==> config.mk <==
export PLATFORM = sky130hd
export DESIGN_NAME = rr_mux
export DESIGN_NICKNAME = d
export VERILOG_FILES = /design/src/rtl/rr_mux.sv
export SDC_FILE = /design/constraint.sdc
export NUM_CORES = 1
export LEC_CHECK = 0
export ABC_CLOCK_PERIOD_IN_PS = 7300
export CORE_AREA = 8 8 433 435
export DETAILED_ROUTE_END_ITERATION = 10
export DIE_AREA = 0 0 441 443
export SLEW_MARGIN = 0
export SYNTH_ARGS = -nofsm -noshare
export SYNTH_HDL_FRONTEND = slang
export SYNTH_SLANG_ARGS = --single-unit
export TNS_END_PERCENT = 5
==> constraint.sdc <==
create_clock -name clk -period 7.3 [get_ports clk]
set_input_delay 1.46 -clock clk [delete_from_list [all_inputs] [get_ports clk]]
set_output_delay 1.46 -clock clk [all_outputs]
set_load 0.03 [all_outputs]
==> src/rtl/rr_mux.sv <==
// CHANNELS:1 arbitrated mux into a single-entry output register.
// MODE 0 = round-robin from a rotating pointer, MODE 1 = fixed priority (lowest index).
module rr_mux #(
    parameter int N        = 32,
    parameter int CHANNELS = 32,
    parameter int MODE     = 0,
    parameter int SEL_W    = $clog2(CHANNELS)
) (
    input  logic                  clk,
    input  logic                  rst,
    input  logic [CHANNELS-1:0]   in_valid,
    input  logic [CHANNELS*N-1:0] in_data,
    output logic [CHANNELS-1:0]   in_ready,
    output logic                  out_valid,
    output logic [N-1:0]          out_data,
    output logic [SEL_W-1:0]      out_select,
    input  logic                  out_ready
);

    localparam logic [SEL_W:0]   CH_EXT  = (SEL_W+1)'(CHANNELS);
    localparam logic [SEL_W-1:0] LAST_CH = SEL_W'(CHANNELS-1);

    logic             r_valid;
    logic [N-1:0]     r_data;
    logic [SEL_W-1:0] r_sel;
    logic [SEL_W-1:0] r_ptr;

    logic [N-1:0]     w_ch [CHANNELS];
    logic             w_load_ok;
    logic             w_found;
    logic             w_xfer;
    logic [SEL_W-1:0] w_sel;
    logic [SEL_W:0]   w_idx;

    genvar g;
    generate
        for (g = 0; g < CHANNELS; g++) begin : g_ch
            assign w_ch[g] = in_data[g*N +: N];
        end
    endgenerate

    // Scan channels in priority order starting at the pointer; the extra
    // index bit lets ptr+k wrap correctly for non-power-of-two counts.
    always_comb begin
        w_load_ok = !r_valid || out_ready;
        w_found   = 1'b0;
        w_sel     = '0;
        w_idx     = '0;
        for (int k = 0; k < CHANNELS; k++) begin
            if (MODE == 1)
                w_idx = (SEL_W+1)'(k);
            else
                w_idx = {1'b0, r_ptr} + (SEL_W+1)'(k);
            if (w_idx >= CH_EXT)
                w_idx = w_idx - CH_EXT;
            if (!w_found && in_valid[w_idx[SEL_W-1:0]]) begin
                w_found = 1'b1;
                w_sel   = w_idx[SEL_W-1:0];
            end
        end
    end

    assign w_xfer = rst && w_found && w_load_ok;

    always_comb begin
        in_ready        = '0;
        in_ready[w_sel] = w_xfer;
    end

    always_ff @(posedge clk) begin
        if (!rst) begin
            r_valid <= 1'b0;
            r_data  <= '0;
            r_sel   <= '0;
            r_ptr   <= '0;
        end else if (w_xfer) begin
            r_valid <= 1'b1;
            r_data  <= w_ch[w_sel];
            r_sel   <= w_sel;
            if (MODE == 0)
                r_ptr <= (w_sel == LAST_CH) ? '0 : w_sel + SEL_W'(1);
        end else if (out_ready) begin
            r_valid <= 1'b0;
        end
    end

    assign out_valid  = r_valid;
    assign out_data   = r_data;
    assign out_select = r_sel;

endmodule

==> results of run 1 <==
[sequential cells by signal, summed over array words and instances (netlist names)]
register / flops
out_data: 32
out_select: 5
r_ptr: 5
out_valid: 1
[layout by cell type, fill, tap and decap left out, types with 16 or more instances in the layout]
cell,count
and3_1,68
buf_12,97
o21ai_0,31
clkdlybuf4s50_1,1063
buf_4,450
nand4_1,26
diode_2,25
a32o_1,23
o22ai_1,16
mux2i_1,159
mux2_2,34
nor2_1,76
nand3_1,449
o211ai_1,19
nor2_4,22
xnor2_1,25
mux4_2,99
a31oi_1,86
a31o_2,21
dfxtp_1,40
nor3_1,40
a21oi_1,116
buf_6,50
a21boi_0,18
buf_2,17
inv_1,25
nand2_1,859
[power breakdown]
group / leakage [nW] / internal, mW / total, mW / switching [mW]
Sequential: 0.360 / 0.350 / 0.437 / 0.0870
Combinational: 14.2 / 9.40 / 25.1 / 15.7
Clock: 0.0912 / 0.199 / 0.375 / 0.176
[cell type report]
type,count,area [um^2]
Fill cell,20250,142600
Tap cell,2370,2965
Sequential cell,43,867.1
Clock buffer,6,128.9
Inverter,34,167.7
Multi-Input combinational cell,2520,16620
Clock inverter,2,60.06
Antenna cell,25,62.56
Timing Repair Buffer,1680,16670
[cell families after synthesis]
group	after synthesis
DFF	43
AOI/OAI and AO/OA	481
buffers and inverters	294
and+or+nand+nor	1674
muxes	316
adders and majority gates	17
xor gates and xnor gates	32
[path summary, 6_finish.rpt]
check | slack [ns] | startpoint | to | depth (start not counted)
max reg2reg | 0.31 | r_ptr[1]$_SDFFE_PN0P_ | out_data[17]$_SDFFE_PN0P_ | 23
min reg2reg | 0.50 | out_select[0]$_SDFFE_PN0P_ | out_select[0]$_SDFFE_PN0P_ | 1
max | -0.20 | in_valid[28] | in_ready[8] | 20
min | 0.50 | out_select[0]$_SDFFE_PN0P_ | out_select[0]$_SDFFE_PN0P_ | 1
[worst reg2reg max path, stage by stage, from the launching register on]
cell	delay [ns]
dfxtp_4	0.44
buf_12	0.40
mux2_2	0.47
mux4_2	0.54
mux4_2	0.52
or4_4	0.53
nor3_4	0.27
and4_4	0.31
buf_12	0.13
buf_4	0.11
nand3_2	0.09
a2bb2oi_2	0.16
a221oi_4	0.37
o31ai_4	0.09
and2_4	0.21
clkinv_16	0.07
buf_4	0.12
buf_4	0.52
mux2i_1	0.63
mux2i_2	0.22
buf_12	0.20
o211ai_1	0.19
a21o_1	0.18
a41oi_1	0.12
[what timing repair did]
| item | 4_1_cts | 5_1_grt |
|---|---|---|
| gates resized for setup | 234 | 50 |
| setup endpoints to repair | 51 | 34 |
| pin swaps | 30 | 23 |
| gates cloned | 1 | 0 |
| setup buffers | 16 | 4 |
| hold endpoints to repair | 0 | 0 |
[cells in the mapped netlist, types with 33 or more instances]
library cell | number | area share
a31oi_1 | 86 | 0.030
o21ai_0 | 33 | 0.0091
buf_2 | 135 | 0.037
and3_1 | 71 | 0.025
nor2_1 | 106 | 0.022
nand2_1 | 865 | 0.18
mux2i_1 | 167 | 0.092
nor3_1 | 43 | 0.012
mux2_2 | 41 | 0.025
nand3_1 | 455 | 0.13
dfxtp_1 | 43 | 0.047
a21oi_1 | 119 | 0.033
clkbuf_1 | 76 | 0.016
mux4_2 | 99 | 0.12
[per-layer routing]
layer / routed length, um / up-vias
met5: 209 / -
met4: 10170 / 32
met3: 14390 / 291
met2: 99660 / 1442
met1: 78540 / 14470
li1: - / 13300
==> results.json, run 1 <==
{
  "use_met3": 0.04273,
  "final_core_util": 0.2084,
  "syn_inst": 2857,
  "crit_buf_inv": 7,
  "run_status": "finished with violations",
  "ant_nets": 0,
  "power.density_nw_per_um2": 690.4,
  "muxShareOfSynthArea": 0.2463,
  "drc": 0,
  "cts-hold-fix-buffers": 0,
  "synth_xor_area_frac": 0.01588,
  "slew_headroom": 0.3913,
  "initial_core_util": 0.1006,
  "max_freq_mhz": 133.4,
  "fin_nets": 5360,
  "cts_tree": "yes",
  "end_kind": "output port",
  "critPathTopFamily": "simple AND/OR/NAND/NOR gates",
  "hold_class": "reg2reg",
  "crit_path_max_incr_delay_ns": 0.54,
  "worst_slack_ns": -0.1990,
  "synth_area_per_cell_um2": 6.344,
  "power.total_mw": 25.92,
  "use_met1": 0.2313,
  "drt_wl_total_mm": 203.0,
  "rsz0062_at_grt": "yes",
  "yosys_warnings": 0,
  "core_area_um2": 180200,
  "synth-compound-area-share": 0.1820,
  "fin_skew_ns": 0.03806,
  "port_buffers": 1128,
  "drive_gt1_frac": 0.2175,
  "vdd_drop_max_v": 0.0007507,
  "antenna_found_initial": 86,
  "setup_tns_ns": -3.065,
  "cts_buffers": 5,
  "clk_pin_slew_worst_paths_ns": 0.11,
  "stdcell_area_um2": 37540,
  "cp.arrival_ns": 6.04,
  "worstMarginPinSlew_ns": 0.9131,
  "insertion_delay_ns": 0.37,
  "stdcell_count": 6680,
  "grt.overflow.total": 0,
  "place_ws_ns": -0.6944,
  "ys_ff_latch": 43,
  "synthAdderAreaFrac": 0.01174,
  "crit_type": "in2out",
  "synth_fp_nets": 3933,
  "fin_crit_ns": 7.499,
  "ys.flop_type": "dfxtp_1",
  "fp.dieArea_um2": 195400,
  "vias_per_cell": 4.421,
  "synth-simple-area-share": 0.4161,
  "slowest_stage": "mux4_2",
  "cts_max_path_buffers": 2,
  "fp.dieW_um": 441,
  "crit_fanout": 4,
  "dpl_cell_area_um2": 36560,
  "drv_slew": 0,
  "failed_checks": "negative setup slack",
  "crit_top_cell": "buf_6",
  "cp_cell_sequence": "buf_6 > mux2_2 > mux4_2 > mux4_2 > or4_4 > nor3_4 > and4_4 > buf_6 > buf_16 > buf_6 > nand2_1 > o22ai_1 > a31o_2 > nand4_1 > buf_4 > a21o_4 > or3_4 > buf_8 > nor2_4 > buf_12",
  "grt_pass1_wl_mm": 264.2,
  "place_inst": 6627,
  "ys_seq_area_frac": 0.04749,
  "synth_area_um2": 18120,
  "vias": 29530,
  "fin_crit_sh": 1.027,
  "critPathRequiredTime_ns": 5.84,
  "cts_sinks": 43,
  "dr.pass1.iters": 6,
  "critPathLaunchType": "input port",
  "async_flop_share": 0,
  "holdWs_ns": 0.4999,
  "hold_viol": 0,
  "areaGrowthSynthToFinish_pct": 107.1,
  "h-tree-depth": 2,
  "synth-edff-count": 0,
  "rows": 156,
  "die_h_um": 443,
  "cts_root_buf": "clkbuf_16",
  "track_usage": 0.1955,
  "yosysUniqueCellTypes": 93,
  "drv_cap": 0,
  "p_leak_nw": 14.64,
  "grt_max_degree": 180,
  "gp_congestion": 0.9809,
  "drtIter0Drc": 2885,
  "io_pins": 1129,
  "synth_top_family_by_area": "simple AND/OR/NAND/NOR gates",
  "setup_viol": 32,
  "use_met2": 0.3396,
  "wl_per_cell_um": 30.39,
  "dp_hpwl_mm": 176.7,
  "grt_pass1_vias": 29400,
  "grt.busiest_layer": "met2"
}
No activity file was read; power rests on OpenSTA's default activity.
==> run 2: changes to the inputs <==
- HOLD_SLACK_MARGIN: unset -> 0.1
==> results of run 2 <==
The final DEF is identical to that of run 1; final timing and power are the same.
==> patch (flow settings as in run 1) <==
Change the parameter `N` from 32 to 16.
--- a/src/rtl/rr_mux.sv
+++ b/src/rtl/rr_mux.sv
@@ -2,5 +2,5 @@
 // MODE 0 = round-robin from a rotating pointer, MODE 1 = fixed priority (lowest index).
 module rr_mux #(
-    parameter int N        = 32,
+    parameter int N        = 16,
     parameter int CHANNELS = 32,
     parameter int MODE     = 0,
Ports: changed (resized in_data and out_data); port bits go from 1129 to 601. The function was not compared with the original's and may differ.
==> patch against run 1 <==
  * The run still ends with setup timing left
  * Sequential power down 40%
  * Wire length down 30%
  * Critical path type unchanged
  * Highest routed layer unchanged
  * First-iteration DRC count down 28%
  * Power down 36%
  * Worst setup slack better by 0.15 ns
  * Sequential cell count down 16
  * Design area down 26%
  * Synthesized area down 23%
  * Synthesized cell count down 34%
==> patch: results (changes against run 1) <==
Timing
  • Slew @ Worst Pin: 1.19 ns (was 0.913 ns)
  • Worst Skew: 0.0149 ns (was 0.0381 ns)
  • TNS Setup: -0.669 ns (was -3.06 ns)
  • Setup violators final: 24 (was 32)
  • Fin worst setup slack: -0.0457 ns (was -0.199 ns)

GRT
  • Met2 Resource Use GR: 0.241 (was 0.340)
  • GR Util met3: 0.0216 (was 0.0427)
  • Largest net degree at the start of global routing: 77 (was 180)
  • Gr usage total: 0.136 (was 0.195)

Yosys
  • Synth unique cells: 100 (was 93)

Setup path
  • Critical-path maximum fanout: 6 (was 4)
  • Worst reg2reg startpoint: r_ptr[2] (was r_ptr[1])
  • Top Family by Delay on Critical Path: multiplexers (was simple AND/OR/NAND/NOR gates)
  • FF-to-FF setup slack: 0.26 ns (was 0.31 ns)
  • Worst R2R Path Depth: 26 (was 23)

Final layout
  • Bufs w/o clock: 1126 (was 1680)
  • Logic inverters: 63 (was 34)
  • ClkCell Share: 0.00287 (was 0.00503)

Run status
  • Status: finished with violations (unchanged)
  • Violated checks: setup timing (unchanged)

Drt
  • WL met2: 71100 µm (was 99700 µm)
  • Vias per inst: 4.03 (was 4.42)
  • Met1 Wirelength: 57000 µm (was 78500 µm)
  • First DRT Iteration DRCs: 2063 (was 2885)
  • Routed wire per std cell: 27.1 µm (was 30.4 µm)

Placement
  • Final Wtd Congestion: 0.988 (was 0.981)

CTS
  • Worst skew pair latency: 0.31 ns (was 0.37 ns)
  • Htree depth: 1 (was 2)
==> patch: changes by cell type after synthesis, moves of 43 or more <==
cell     change
nand2_1    -612
nand3_1    -388
o21ai_0     +77
buf_2       -76
a31oi_1     -59
and3_1      -46
a21oi_1     -43
==> patch: cells by family after synthesis <==
| logic type | Yosys count | share of synthesized area |
|---|---|---|
| AO/OA/AOI/OAI | 577 | 0.291 |
| XOR/XNOR | 31 | 0.0220 |
| adder cells (fa/ha/maj) | 18 | 0.0161 |
| buffers and inverters | 222 | 0.0743 |
| flip-flops | 27 | 0.0386 |
| multiplexers | 352 | 0.331 |
| AND/OR/NAND/NOR | 646 | 0.227 |
==> patch: stage by stage <==
step                cell area, µm²  utilization
finish                       27900        0.155
global route                 27900        0.155
CTS                          27700        0.153
detailed placement           26900        0.149
global placement             26900        0.149
floorplan                    14700            -
==> patch: worst min path at each step <==
stage	startpoint	to	slack, ns	cells after the start
2_1_floorplan	out_select[4]	out_select[4]	0.57	2
5_1_grt	out_select[4]	out_select[4]	0.48	2
4_1_cts	out_select[4]	out_select[4]	0.47	2
3_3_place_gp	out_select[4]	out_select[4]	0.43	2
6_report	out_select[4]	out_select[4]	0.47	2
3_5_place_dp	out_select[4]	out_select[4]	0.44	2
==> patch: power by group <==
part | leakage, nW | internal (W) | switching [W]
sequential | 0.225 | 0.000206 | 0.0000555
clock | 0.0410 | 0.0000754 | 0.0000836
combinational | 10.0 | 0.00665 | 0.00949
==> patch: timing repair <==
| action | 4_1_cts | 5_1_grt |
|---|---|---|
| resized for setup | 184 | 64 |
| setup endpoints to repair | 45 | 44 |
| pin swaps | 32 | 15 |
| setup buffers | 45 | 9 |
